==> src/rtl/div_pkg.sv <==
// Shared types and helpers for the sequential restoring divider.
package div_pkg;

  typedef enum logic [1:0] {IDLE, CALC, DONE} state_t;

  function automatic int cnt_width(input int n);
    return (n > 1) ? $clog2(n) : 1;
  endfunction

endpackage

==> src/rtl/div_step.sv <==
// One restoring division iteration: shift in the next dividend bit, trial-subtract D.
module div_step #(
  parameter int N = 32
) (
  input  logic [N-1:0] rr,
  input  logic         qbit,
  input  logic [N-1:0] d,
  output logic [N-1:0] rr_next,
  output logic         q_next
);

  logic [N:0]   t;
  logic [N-1:0] diff;

  assign t = {rr, qbit};
  // When t >= d the difference is below d, so the low N bits of the subtraction are exact.
  assign diff    = t[N-1:0] - d;
  assign q_next  = (t >= {1'b0, d});
  assign rr_next = q_next ? diff : t[N-1:0];

endmodule

==> src/rtl/seq_divider.sv <==
// Radix-2 restoring divider, 2N/N -> N quotient + N remainder, one quotient bit per cycle.
//  state | meaning
//  IDLE  | in_ready=1, waiting for operands
//  CALC  | iterating, cnt counts remaining steps down to 0
//  DONE  | result presented, held until out_ready
module seq_divider
  import div_pkg::*;
#(
  parameter int N = 32
) (
  input  logic           clk,
  input  logic           rst_n,
  input  logic           in_valid,
  output logic           in_ready,
  input  logic [2*N-1:0] dividend,
  input  logic [N-1:0]   divisor,
  output logic           out_valid,
  input  logic           out_ready,
  output logic [N-1:0]   quotient,
  output logic [N-1:0]   remainder,
  output logic           div_by_zero,
  output logic           overflow
);

  localparam int CNT_W = cnt_width(N);

  state_t           state, state_next;
  logic [CNT_W-1:0] cnt;
  logic [N-1:0]     rr, qr, d;
  logic             dz, ov;
  logic [N-1:0]     rr_step;
  logic             qbit_step;
  logic [N-1:0]     hi, lo;

  assign hi = dividend[2*N-1:N];
  assign lo = dividend[N-1:0];

  div_step #(.N(N)) u_step (
    .rr      (rr),
    .qbit    (qr[N-1]),
    .d       (d),
    .rr_next (rr_step),
    .q_next  (qbit_step)
  );

  always_ff @(posedge clk) begin
    if (!rst_n) state <= IDLE;
    else        state <= state_next;
  end

  always_comb begin
    state_next = state;
    case (state)
      IDLE: if (in_valid) state_next = (hi >= divisor) ? DONE : CALC;
      CALC: if (cnt == '0) state_next = DONE;
      DONE: if (out_ready) state_next = IDLE;
      default: state_next = IDLE;
    endcase
  end

  always_ff @(posedge clk) begin
    if (!rst_n) begin
      cnt <= '0;
      rr  <= '0;
      qr  <= '0;
      d   <= '0;
      dz  <= 1'b0;
      ov  <= 1'b0;
    end else begin
      case (state)
        IDLE: if (in_valid) begin
          d <= divisor;
          // hi >= 0 always holds, so the zero-divisor case must be tested first
          if (divisor == '0) begin
            dz <= 1'b1;
            ov <= 1'b0;
            qr <= '1;
            rr <= lo;
          end else if (hi >= divisor) begin
            dz <= 1'b0;
            ov <= 1'b1;
            qr <= '1;
            rr <= lo;
          end else begin
            dz  <= 1'b0;
            ov  <= 1'b0;
            rr  <= hi;
            qr  <= lo;
            cnt <= CNT_W'(N - 1);
          end
        end
        CALC: begin
          rr  <= rr_step;
          qr  <= {qr[N-2:0], qbit_step};
          cnt <= cnt - 1'b1;
        end
        default: ;
      endcase
    end
  end

  assign in_ready    = (state == IDLE);
  assign out_valid   = (state == DONE);
  assign quotient    = qr;
  assign remainder   = rr;
  assign div_by_zero = dz;
  assign overflow    = ov;

endmodule

==> config.mk <==
export PLATFORM = sky130hd
export DESIGN_NAME = seq_divider
export DESIGN_NICKNAME = d
export VERILOG_FILES = /design/src/rtl/div_pkg.sv /design/src/rtl/div_step.sv /design/src/rtl/seq_divider.sv
export SDC_FILE = /design/constraint.sdc
export NUM_CORES = 1
export LEC_CHECK = 0
export CORE_MARGIN = 2
export CORE_UTILIZATION = 43
export CTS_CLUSTER_SIZE = 14
export DETAILED_ROUTE_END_ITERATION = 6
export PLACE_DENSITY = 0.67
export SLEW_MARGIN = 30
export SYNTH_ARGS = -nofsm -noshare
export SYNTH_HDL_FRONTEND = slang
export SYNTH_SLANG_ARGS = --single-unit
==> constraint.sdc <==
create_clock -name clk -period 7.4 [get_ports clk]
set_input_delay 2.22 -clock clk [delete_from_list [all_inputs] [get_ports clk]]
set_output_delay 2.22 -clock clk [all_outputs]
set_load 0.03 [all_outputs]
==> results of run 1 <==
-- worst max-delay path: cells and delay by family --
kind | cells | cell delay (ns)
buffers and inverters | 3 | 0.76
adders and majority gates | 1 | 0.31
AOI/OAI and AO/OA | 3 | 0.97
and+or+nand+nor | 3 | 0.89
muxes | 1 | 0.41
-- path summary, 6_finish.rpt --
check / start / to / slack (ns) / cells past startpoint
worst max-delay path: divisor[31] / remainder[30]$_SDFFE_PN0P_ / 2.03 / 11
worst min-delay path: d[30]$_SDFFE_PN0P_ / d[30]$_SDFFE_PN0P_ / 0.46 / 2
worst max register to register: remainder[6]$_SDFFE_PN0P_ / remainder[20]$_SDFFE_PN0P_ / 3.62 / 9
worst min register to register: d[30]$_SDFFE_PN0P_ / d[30]$_SDFFE_PN0P_ / 0.46 / 2
-- synth_stat cells (4+ instances only) --
cell,count
nand4_1,11
a21o_1,7
nand2b_1,5
o21a_1,8
a21oi_1,125
xnor2_1,19
mux2i_1,16
nor4_1,11
or3_1,18
a211oi_1,6
dfxtp_1,105
buf_6,7
o21ai_0,53
o221ai_1,8
o311ai_0,6
xor2_1,8
nor3_1,18
a31oi_1,19
nand3_1,28
nand2_1,138
mux2_2,4
and3_1,8
inv_1,79
and2_1,5
a211o_1,5
o31ai_1,5
clkbuf_1,43
o211ai_1,10
ha_1,66
buf_2,6
a32o_1,4
nor2_1,30
a22oi_1,33
nor2b_1,9
-- where the power goes --
part | internal, mW | switching (mW)
Sequential | 0.684 | 0.121
Combinational | 0.797 | 1.25
Clock | 0.239 | 0.235
-- stage by stage --
stage	utilization (%)	setup slack (ns)	cell area (um2)	std cells	hold WS, ns
floorplan	-	2.83	7580	992	0.436
global placement	54.2	1.47	9340	1334	0.443
global route	55.8	1.79	9630	1349	0.479
finish	55.8	2.03	9630	1349	0.457
detailed placement	54.2	1.69	9350	1334	0.448
CTS	55.8	2.05	9630	1349	0.458
-- cells by family (layout without fill, tap and decap cells) --
group / after synthesis / count (layout) / share of synthesized area, %
XOR/XNOR: 27 / 27 / 3.12
buffers and inverters: 138 / 270 / 7.69
AND/OR/NAND/NOR: 295 / 295 / 18.4
multiplexers: 20 / 20 / 2.71
AO/OA/AOI/OAI: 340 / 340 / 29.2
adder cells (fa/ha/maj): 67 / 67 / 11.2
flip-flops: 105 / 105 / 27.7
-- flip-flops by register name, summed over array words and instances, names as in the netlist --
signal,flops
cnt,5
d,32
div_by_zero,1
overflow,1
quotient,32
remainder,32
state,2
-- layout make-up --
| type | instances | area, um2 |
|---|---|---|
| clock inverters | 5 | 41.3 |
| flip-flops and latches | 105 | 2100 |
| fillers | 1603 | 7610 |
| repair buffers | 176 | 1740 |
| inverters | 79 | 297 |
| well taps | 225 | 282 |
| multi-input cells | 749 | 4930 |
| clock buffers | 10 | 239 |
-- per-layer routing --
metal	wire, um	vias to the layer above	part of all wire [%]
met1	12900	3816	47
met4	374	0	1.4
met2	11600	395	42
met3	2630	19	9.6
met5	0	-	0
li1	-	3872	-
==> impl_metrics.csv, run 1 <==
group,metric,value,unit
synth,ys_top_cells_by_area,"dfxtp_1, ha_1, a21oi_1",
cts,cts_setup_buffers,0,
finish,layout_commonest_cell,"clkdlybuf4s50_1",
route,vias_per_cell,6.01,
grt,met1_usage,44.9,%
synth,yosys.area.top_type,"dfxtp_1",
setup_path,critical_path_arrival,5.57,ns
placement,gp_congestion,0.920,
floorplan,die_w,137,um
pwr,powerDensity,345,nW/um2
sta,hold_viol,0,
setup_path,worstSetupStartpointType,"input pin",
setup_path,cp_slowest_stage_delay,0.72,ns
floorplan,die_h,137,um
synth,synth-seq-area-share,27.7,%
grt,grt_max_degree,65,
finish,layout_common_cells,"clkdlybuf4s50_1, nand2_1, a21oi_1, dfxtp_1, inv_1",
synth,synthCells,992,
cts,clkTransAtPathRegs,0.07,ns
synth,synth_edf_count,0,
route,dr_total_vias,8102,
setup_path,slowest_stage,"a211o_4",
cts,clock_sinks,105,
cts,htreeDepth,3,
sta,slew_viol_final,0,
floorplan,placementRows,48,
route,avgRoutedWirePerCell,20.4,um
route,drt-total-wl,27500,um
pwr,power,3.33,mW
grt,grt_pass1_vias,7336,
cts,cts_tree,"built",
route,detail_route.iter0.violations,671,
sta,worst_pin_slew,0.965,ns
placement,portBuffers,167,
finish,diodes,0,
finish,drive_gt1_share,4.63,%
run_status,status,"complete, no violations",
route,drc,0,
synth,synth_top_area_share,27.7,%
grt,grt_pass1_wl,42500,um
cts,cts_resized,0,
synth,synth_area_per_cell,7.64,um2
finish,area.growth.synth_to_final,27.0,%
sta,maxSlewHeadroom,35.5,%
cts,clock_latency,0.36,ns
cts,clockBufferDepth,2,
sta,grt_setup_unrepaired,"no",
sta,skew,0.00751,ns
route,ant_nets,0,
floorplan,die_area,18700,um2
setup_path,crit_type,"in -> reg",
grt,grt-ovfl-total,0,
grt,grt_busiest_layer,"met1",
pwr,p_leak,3.77,nW
synth,synthArstFlopShare,0,%
setup_path,crit_fanout,63,
placement,dp_hpwl,20400,um
cts,cts-root-buf,"clkbuf_16",
setup_path,cp_common_cell,"inv_1",
cts,cts_buffers,9,
pwr,vdd.ir_drop.worst,0.190,mV
synth,ys_ff_latch,105,
cts,hold_buffers,0,
sta,fmax,0.186,GHz
grt,grt.met3_usage,6.37,%
synth,synth_ff_type,"dfxtp_1",
sta,setup_viol,0,
job,drv_cap,0,
setup_path,crit_path_end_kind,"flop",
grt,grtUsageMet2,41.8,%
synth,syn-cell-area,7580,um2
synth,ys_types,75,
sta,tns,0,ns
setup_path,worst_ep_required_time,7.60,ns
sta,fin_crit,5.37,ns
floorplan,ios,168,
finish,nNetsFinal,1287,
synth,syn_nets,1159,
worst_hold_path,hold_path_class,"reg -> reg",
grt,grt_usage,29.5,%
route,firstDrtPassIters,5,
synth,yosys_warnings,0,
floorplan,core_area,17200,um2
floorplan,start_util,44.0,%
grt,grt_antenna_before_repair,0,
sta,finalCritPeriodShare,72.5,%
setup_path,crit_path_cell_trace,"clkdlybuf4s50_1 -> inv_1 -> ha_1 -> nand4_1 -> nor3_1 -> inv_1 -> nor4_1 -> a211o_4 -> mux2_2 -> a22oi_1 -> a31oi_1",
No activity file was read; power rests on OpenSTA's default activity.
==> run 2: changes to the inputs <==
PLACE_DENSITY = 0.69   (was 0.67)
clock period = 4.33 ns   (was 7.4 ns; I/O delays follow)
==> run 2 against run 1 <==
Effect of this change: non-clock buffer count increased by 32; register-to-register slack worse by 2.6 ns; count of clock-buffer cells in the layout did not move; via count grew 1.3%; wire length down 0.31%; clock power increased by 90%; worst hold slack lost 0.0023 ns.
==> impl_metrics.csv, run 2 (synthesis results as in run 1) <==
group,metric,value,unit
setup_path,regToRegStartpoint,"remainder[6]$_SDFFE_PN0P_",
setup_path,worst_ep_required_time,4.63,ns
pwr,powerDensity,592,nW/um2
placement,dp_slack,0.0352,ns
job,drv_cap,0,
cts,clock_latency,0.36,ns
grt,grt_pass1_vias,7737,
route,dr_total_vias,8204,
sta,maxSlewHeadroom,41.9,%
finish,area.growth.synth_to_final,30.9,%
sta,whs,0.455,ns
finish,regArea,2100,um2
worst_hold_path,hold_path_class,"reg -> reg",
setup_path,slowest_stage,"clkdlybuf4s50_1",
placement,portBuffers,167,
finish,final_util,57.5,%
floorplan,ios,168,
cts,cts_resized,0,
cts,hold_buffers,0,
cts,clock_sinks,105,
setup_path,r2r_slack,1.07,ns
grt,grt_pass1_wl,42900,um
pwr,vdd.ir_drop.worst,0.339,mV
cts,clockBufferDepth,2,
sta,grt_setup_unrepaired,"no",
run_status,status,"complete, no violations",
setup_path,crit_type,"in -> reg",
setup_path,cp_common_cell,"buf_4",
setup_path,crit_fanout,13,
grt,grt-ovfl-total,0,
finish,nNetsFinal,1319,
setup_path,regToRegEndpoint,"remainder[9]$_SDFFE_PN0P_",
worst_hold_path,worstHoldPathCells,2,
finish,final_cell_count_no_fill,1382,
finish,multi_input_area,4910,um2
cts,cts_tree,"built",
cts,clkTransAtPathRegs,0.08,ns
cts,cts-root-buf,"clkbuf_16",
pwr,power,5.87,mW
sta,finalCritPeriodShare,91.1,%
route,avgRoutedWirePerCell,19.8,um
finish,diodes,0,
sta,tns,0,ns
floorplan,die_area,18700,um2
route,detail_route.iter0.violations,742,
grt,grt_antenna_before_repair,0,
sta,setup_slack,0.388,ns
route,vias_per_cell,5.94,
setup_path,cp_slowest_stage_delay,0.47,ns
sta,worst_pin_slew,0.869,ns
setup_path,reg2regPathDepth,11,
pwr,p_leak,3.95,nW
setup_path,crit_path_end_kind,"flop",
cts,htreeDepth,3,
sta,skew,0.00783,ns
grt,grt_max_degree,60,
floorplan,core_area,17200,um2
grt,grt_usage,29.7,%
setup_path,critical_path_arrival,4.25,ns
placement,dp_hpwl,21300,um
finish,layout_commonest_cell,"clkdlybuf4s50_1",
route,firstDrtPassIters,7,
placement,dp.cells,1366,
route,ant_nets,0,
floorplan,die_w,137,um
cts,cts_buffers,9,
finish,stdcell_area,9920,um2
placement,gp_congestion,0.938,
setup_path,crit_path_cell_trace,"clkdlybuf4s50_1 -> inv_1 -> ha_1 -> a21o_1 -> a221oi_2 -> o21ai_1 -> a311o_1 -> buf_4 -> a211oi_2 -> buf_4 -> buf_4 -> nand2_1 -> a31oi_1 -> a31o_2",
floorplan,die_h,137,um
placement,dpl_cell_area,9600,um2
worst_hold_path,min_to,"d[5]$_SDFFE_PN0P_",
finish,fillers,1631,
floorplan,start_util,44.0,%
cts,cts_setup_buffers,0,
floorplan,placementRows,48,
finish,drive_gt1_share,7.17,%
sta,fmax,0.254,GHz
sta,setup_viol,0,
route,drc,0,
worst_hold_path,min-delay-start,"d[5]$_SDFFE_PN0P_",
sta,fin_crit,3.94,ns
route,drt-total-wl,27400,um
sta,hold_viol,0,
finish,layout_common_cells,"clkdlybuf4s50_1, nand2_1, a21oi_1, dfxtp_1, inv_1",
sta,slew_viol_final,0,
setup_path,worstSetupStartpointType,"input pin",
[run 2: cell types whose count changed in the layout (fill, tap and decap cells not counted), sizes merged]
cell    previous run  this run
buf                9        41
clkinv             2         1
bufinv             0         2
[run 2: worst max-delay path: cells and delay by family]
kind | cells | cell delay, ns
simple gates | 1 | 0.07
fa+ha+maj | 1 | 0.28
compound gates | 7 | 1.53
buf+inv | 5 | 1.07
[run 2: where the power goes]
part           switching [mW]  internal (mW)  total (mW)
clock                   0.388          0.511       0.898
sequential              0.219           1.17        1.39
combinational            2.16           1.43        3.59
total                    2.76           3.11        5.87
[run 2: how the worst max path moves through the flow]
stage	from	to	slack, ns
final	divisor[5]	remainder[15]$_SDFFE_PN0P_	0.39
after global routing	divisor[5]	remainder[14]$_SDFFE_PN0P_	0.19
after CTS	divisor[5]	remainder[15]$_SDFFE_PN0P_	0.41
after detailed placement	divisor[5]	remainder[15]$_SDFFE_PN0P_	0.04
after global placement	divisor[5]	remainder[15]$_SDFFE_PN0P_	0.03
after floorplan	divisor[5]	remainder[18]$_SDFFE_PN0P_	0.68
[run 2: area by class of cell]
type                       instances  share of cell area (%)
clock buffer                      10                    2.31
clock inverter                     6                   0.921
inverter                          79                    2.99
multi-input combinational        749                    49.5
sequential                       105                    21.2
tap                              225                    2.84
timing repair buffer             208                    20.2
[run 2: metal layers]
layer  GRT usage [%]  up-vias  routed length, um
met5               0        -                  0
met4            8.10        0                558
met3            6.07       43               2250
met2            44.3      367              11800
met1            43.3     3864              12800
li1                -     3930                  -
==> run 3: changes to the inputs <==
clock period = 3.5 ns   (was 4.33 ns; I/O delays follow)
==> run 3 against run 2 <==
Effect of this change: final cell count up 4.7%; clock power up 19%; the flow now finishes with violations (negative setup slack); design area up 8.3%; sequential cell count unchanged; via count up 4.9%; core utilization up 4.8 points; count of clock-buffer cells in the layout unchanged; total power up 26%.
==> impl_metrics.csv, run 3 (synthesis results as in run 1) <==
group,metric,value,unit
cts,clock_sinks,105,
worst_hold_path,worstHoldPathCells,2,
setup_path,crit_fanout,8,
grt,grt-ovfl-total,0,
floorplan,ios,168,
setup_path,slowest_stage,"clkdlybuf4s50_1",
placement,dpl_cell_area,10000,um2
setup_path,crit_path_end_kind,"flop",
cts,cts_tree,"built",
sta,worst_pin_slew,0.711,ns
grt,grt_max_degree,60,
worst_hold_path,min-delay-start,"d[4]$_SDFFE_PN0P_",
finish,area.growth.synth_to_final,41.7,%
cts,cts-root-buf,"clkbuf_16",
sta,hold_viol,0,
finish,fillers,1513,
floorplan,core_area,17200,um2
sta,fmax,0.285,GHz
route,avgRoutedWirePerCell,19.8,um
sta,slew_viol_final,0,
setup_path,crit_path_cell_trace,"clkdlybuf4s50_1 -> inv_1 -> ha_4 -> nand4_1 -> nor3_1 -> inv_1 -> o211ai_1 -> buf_4 -> buf_4 -> a211oi_4 -> buf_6 -> buf_4 -> or3_1 -> a32oi_1 -> a21oi_1",
job,drv_cap,0,
placement,portBuffers,167,
finish,layout_common_cells,"nand2_1, clkdlybuf4s50_1, a21oi_1, dfxtp_1, buf_4",
route,detail_route.iter0.violations,946,
cts,htreeDepth,3,
route,dr_total_vias,8607,
grt,grt_pass1_vias,8014,
cts,cts_buffers,9,
route,vias_per_cell,5.95,
sta,fin_crit,3.51,ns
finish,drive_gt1_share,14.8,%
placement,dp_hpwl,21900,um
floorplan,die_area,18700,um2
pwr,powerDensity,692,nW/um2
setup_path,r2r_slack,0.32,ns
cts,clockBufferDepth,2,
finish,final_cell_count_no_fill,1447,
cts,clock_latency,0.37,ns
grt,grt_pass1_wl,44100,um
floorplan,placementRows,48,
sta,skew,0.00993,ns
setup_path,crit_type,"in -> reg",
floorplan,die_w,137,um
route,drc,0,
route,firstDrtPassIters,5,
setup_path,regToRegEndpoint,"remainder[28]$_SDFFE_PN0P_",
placement,dp_slack,-0.664,ns
finish,nNetsFinal,1383,
sta,setup_slack,-0.0120,ns
placement,dp.cells,1423,
cts,clkTransAtPathRegs,0.08,ns
pwr,vdd.ir_drop.worst,0.401,mV
sta,setup_viol,1,
run_status,status,"complete, but fails checks",
setup_path,cp_common_cell,"buf_4",
finish,layout_commonest_cell,"nand2_1",
sta,finalCritPeriodShare,100,%
worst_hold_path,min_to,"d[4]$_SDFFE_PN0P_",
grt,grt_usage,30.6,%
pwr,p_leak,4.46,nW
setup_path,regToRegStartpoint,"remainder[6]$_SDFFE_PN0P_",
route,ant_nets,0,
run_status,violations,"negative setup slack",
setup_path,worstSetupStartpointType,"input pin",
cts,hold_buffers,0,
setup_path,reg2regPathDepth,10,
worst_hold_path,hold_path_class,"reg -> reg",
floorplan,die_h,137,um
floorplan,start_util,44.0,%
setup_path,critical_path_arrival,3.76,ns
setup_path,cp_slowest_stage_delay,0.51,ns
setup_path,worst_ep_required_time,3.75,ns
route,drt-total-wl,28700,um
finish,stdcell_area,10700,um2
placement,gp_congestion,0.914,
grt,grt_antenna_before_repair,1,
sta,maxSlewHeadroom,52.4,%
-- run 3: changes by cell type in the layout (fill, tap and decap cells not counted), sizes merged --
cell,change
clkdlybuf4s50,-36
clkdlybuf4s15,+4
diode,+1
dlygate4sd2,+16
buf,+64
bufinv,-1
clkinvlp,-1
clkbuf,+2
inv,+3
dlymetal6s2s,+14
clkinv,-1
-- run 3: how the worst max path moves through the flow --
stage | slack [ns] | depth (start not counted) | startpoint | to
floorplan | 0.1 | 12 | divisor[5] | remainder[18]$_SDFFE_PN0P_
global placement | -0.58 | 13 | divisor[5] | remainder[10]$_SDFFE_PN0P_
detailed placement | -0.66 | 13 | divisor[15] | remainder[10]$_SDFFE_PN0P_
CTS | 0.002 | 12 | divisor[11] | remainder[18]$_SDFFE_PN0P_
global route | -0.09 | 15 | divisor[29] | remainder[18]$_SDFFE_PN0P_
finish | -0.01 | 15 | divisor[29] | remainder[18]$_SDFFE_PN0P_
-- run 3: metal layers --
layer	up-vias	wire [um]	track usage, %
met1	4069	12600	44.2
li1	4066	-	-
met5	-	0	0
met2	429	12800	46.5
met4	0	564	10.1
met3	43	2680	4.56
-- run 3: where the power goes --
group          switching (mW)  internal [mW]  total, mW
registers               0.263           1.45       1.71
logic                    2.78           1.87       4.65
clock network           0.500          0.566       1.07
total                    3.54           3.89       7.43
-- run 3: what timing repair did --
action / 4_1_cts / 5_1_grt
setup endpoints to repair: 41 / 47
buffers inserted: 5 / 1
resized for setup: 51 / 47
gates cloned: 1 / 0
pin swaps: 21 / 16
-- run 3: layout make-up --
class                           instances  area, um2  share of cell area [%]
Multi-Input combinational cell        749       5180                    48.3
Timing Repair Buffer                  272       2570                    23.9
Sequential cell                       105       2100                    19.6
Inverter                               79        297                    2.76
Tap cell                              225        282                    2.62
Clock buffer                           10        229                    2.13
Clock inverter                          6       72.6                   0.676
Antenna cell                            1       2.50                  0.0233
-- run 3: critical path, delay by kind of cell --
family	cells	cell delay, ns
buffers and inverters	7	1.26
adder cells (fa/ha/maj)	1	0.27
AO/OA/AOI/OAI	4	0.52
AND/OR/NAND/NOR	3	0.65
-- run 3: stage by stage --
step / utilization, % / total power [mW] / TNS, ns / hold slack (ns)
3_3_place_gp: 58.2 / 6.14 / -25.71 / 0.443
6_report: 62.3 / 7.43 / -0.0120 / 0.454
5_1_grt: 62.3 / 7.84 / -0.339 / 0.477
3_5_place_dp: 58.2 / 6.14 / -27.52 / 0.447
4_1_cts: 61.3 / 7.29 / 0 / 0.457
2_1_floorplan: - / 4.71 / 0 / 0.436
==> edit: new RTL, config.mk and constraints of run 2 <==
Register the input `dividend` before use, with the module's reset. The logic sees it one clock later. The other inputs are not delayed to match.
--- a/src/rtl/seq_divider.sv
+++ b/src/rtl/seq_divider.sv
@@ -24,6 +24,16 @@
 
   localparam int CNT_W = cnt_width(N);
 
+  logic [2*N-1:0] dividend_q;
+
+  always_ff @(posedge clk) begin
+    if (!rst_n) begin
+      dividend_q <= '0;
+    end else begin
+      dividend_q <= dividend;
+    end
+  end
+
   state_t           state, state_next;
   logic [CNT_W-1:0] cnt;
   logic [N-1:0]     rr, qr, d;
@@ -32,8 +42,8 @@
   logic             qbit_step;
   logic [N-1:0]     hi, lo;
 
-  assign hi = dividend[2*N-1:N];
-  assign lo = dividend[N-1:0];
+  assign hi = dividend_q[2*N-1:N];
+  assign lo = dividend_q[N-1:0];
 
   div_step #(.N(N)) u_step (
     .rr      (rr),
Check against the original RTL: not equivalent (a bounded check fails within 4 cycles, from zero or initial values and one cycle with rst_n low).
==> edit against run 2 <==
Largest cell class unchanged; global-route usage shrank 5.1 points; count of clock-buffer cells in the layout grew 12; synthesized area grew 23%; total power grew 2.1%; sequential cell count grew 64; sequential share of layout area grew 7.5 points; critical endpoint is now remainder[14]; largest power group unchanged; routed wire length grew 1.3%; setup slack gained 0.016 ns; final area grew 19%; highest routed layer is now met5; die area grew 22%; worst hold slack gained 0.011 ns.
==> edit: results (changes against run 2) <==
The clock latency reported for the late side of the worst-skew pair came out at 0.43 ns (+0.07 ns). The share of cells above drive strength 1 came to 5.92% (-1.3 points). The number of cells upsized or downsized after cts is 0 (unchanged). The initial antenna violation count came out at 1 (+1).

The via count came out at 8450 (+3.0%). The residual antenna-violating net count after detailed routing is 0 (unchanged). The number of hold-slack violations in the final timing report was 0 (unchanged). The total global-route track usage came to 24.6% (-5.1 points).

The number of global-route vias before repair came out at 8110 (+4.8%). The number of distinct library cell variants in the gate-level netlist after synthesis came out at 64 (-15%). The wire length of the first global-routing pass came out at 43500 um (+1.4%). The final wirelength was 27700 um (+1.3%). The maximum number of buffers from clock root to sink came to 2 (unchanged). The number of warning messages in the yosys log came out at 0 (unchanged).

The worst IR drop on VDD is 0.342 mV (+0.97%). The path class of the tightest hold or removal check is reg2reg. The number of DRC markers after the initial detailed-route iteration is 626 (-16%). The standard cell area after detailed placement came out at 11300 um^2 (+17%).

The register with the most flip-flops in the layout has 64 of them. Ranked by flip-flop count, first place goes to dividend_q. The post-CTS setup buffer count came out at 0 (unchanged). The count of TritonRoute iterations in the first routing pass is 6 (-1). The mean area per synthesized cell is 8.47 um^2 (+11%). The final weighted congestion in routability-driven placement was 0.934 (-0.51%). The static leakage is 4.75 nW (+20%).

The pin count of the biggest net entering global routing was 170 (+180%). The number of enable-type register cells in the synthesized netlist is 0 (unchanged). The worst clock skew is 0.00875 ns (+0.000915 ns). The clock-pin slew on the worst setup and hold paths is 0.07 ns. The arrival time of data at the critical path endpoint was 4.24 ns (about the same). The number of port buffers came out at 167 (unchanged). Sorting the synthesized cells by how often they occur yields dfxtp_1 (169), nand2_1 (124), inv_1 (82). The worst-case headroom to the max-slew limit came to 42.6% (+0.61 points).

The net count after synthesis came out at 1266 (+9.2%). The number of inserted diodes is 0 (unchanged). The maximum fanout count along the critical path came out at 14 (+1). The total number of nets in the final design came out at 1407 (+6.7%). The sequential element share of the synthesized area is 36.4% (+8.6 points). The placed wire-length estimate after detailed placement came to 20600 um (-3.7%). The post-placement worst setup slack is -0.00106 ns (-0.0363 ns).

The depth of the CTS H-tree is 4 (+1). The number of buffers created by CTS is 17 (+8). The switching share of power came out at 40.0% (-7.0 points). The final cell count without fillers came out at 1526 (+10%). By area the synthesized netlist is led by dfxtp_1 (36%), ha_1 (8.9%), a21boi_0 (5.3%). The flow ran to the end, and the final reports show no timing, DRC or antenna violations. The share of synthesized flip-flops with an asynchronous set or reset is 0% (unchanged).
## edit: worst max-delay path, stage by stage
cell	delay, ns
clkdlybuf4s50_1	0.48
buf_4	0.17
nor4_1	0.59
nand4_1	0.24
or2_2	0.39
nand2_2	0.10
buf_4	0.28
mux2i_1	0.31
a21oi_1	0.13
a32o_1	0.25
## edit: cell families after synthesis
kind of cell	count (synthesis)	synth area share, %
flip-flops	169	36.4
buffers and inverters	151	6.36
XOR/XNOR	26	2.45
multiplexers	37	4.03
AO/OA/AOI/OAI	355	26.1
AND/OR/NAND/NOR	294	15.6
adder cells (fa/ha/maj)	67	9.09
## edit: layout make-up
class	count	area [um^2]
clock buffer	22	484
clock inverter	8	63.8
fill	1929	9350
inverter	82	308
multi-input combinational	779	5350
sequential	169	3380
tap	275	344
timing repair buffer	191	1870
## edit: metal layers
layer,wire (um),vias to the layer above,global-route usage [%]
met1,13200,3953,36.1
met5,13,-,0
met3,1810,42,4.40
met4,675,2,8.79
met2,12000,277,35.9
li1,-,4176,-
## edit: power groups by stage
| stage | clock (mW) | sequential [mW] | combinational [mW] |
|---|---|---|---|
| CTS | 1.45 | 1.92 | 2.63 |
| floorplan | 0 | 2.08 | 1.70 |
| global placement | 0 | 1.95 | 2.59 |
| global route | 1.50 | 1.95 | 2.90 |
| finish | 1.43 | 1.92 | 2.65 |
| detailed placement | 0 | 1.95 | 2.61 |
## edit: worst paths after layout
path	start	endpoint	slack (ns)	cells after the start
setup / recovery	divisor[17]	remainder[14]	0.40	10
hold / removal	d[25]	d[25]	0.47	2
setup reg to reg	quotient[31]	remainder[24]	0.80	14
hold reg to reg	d[25]	d[25]	0.47	2
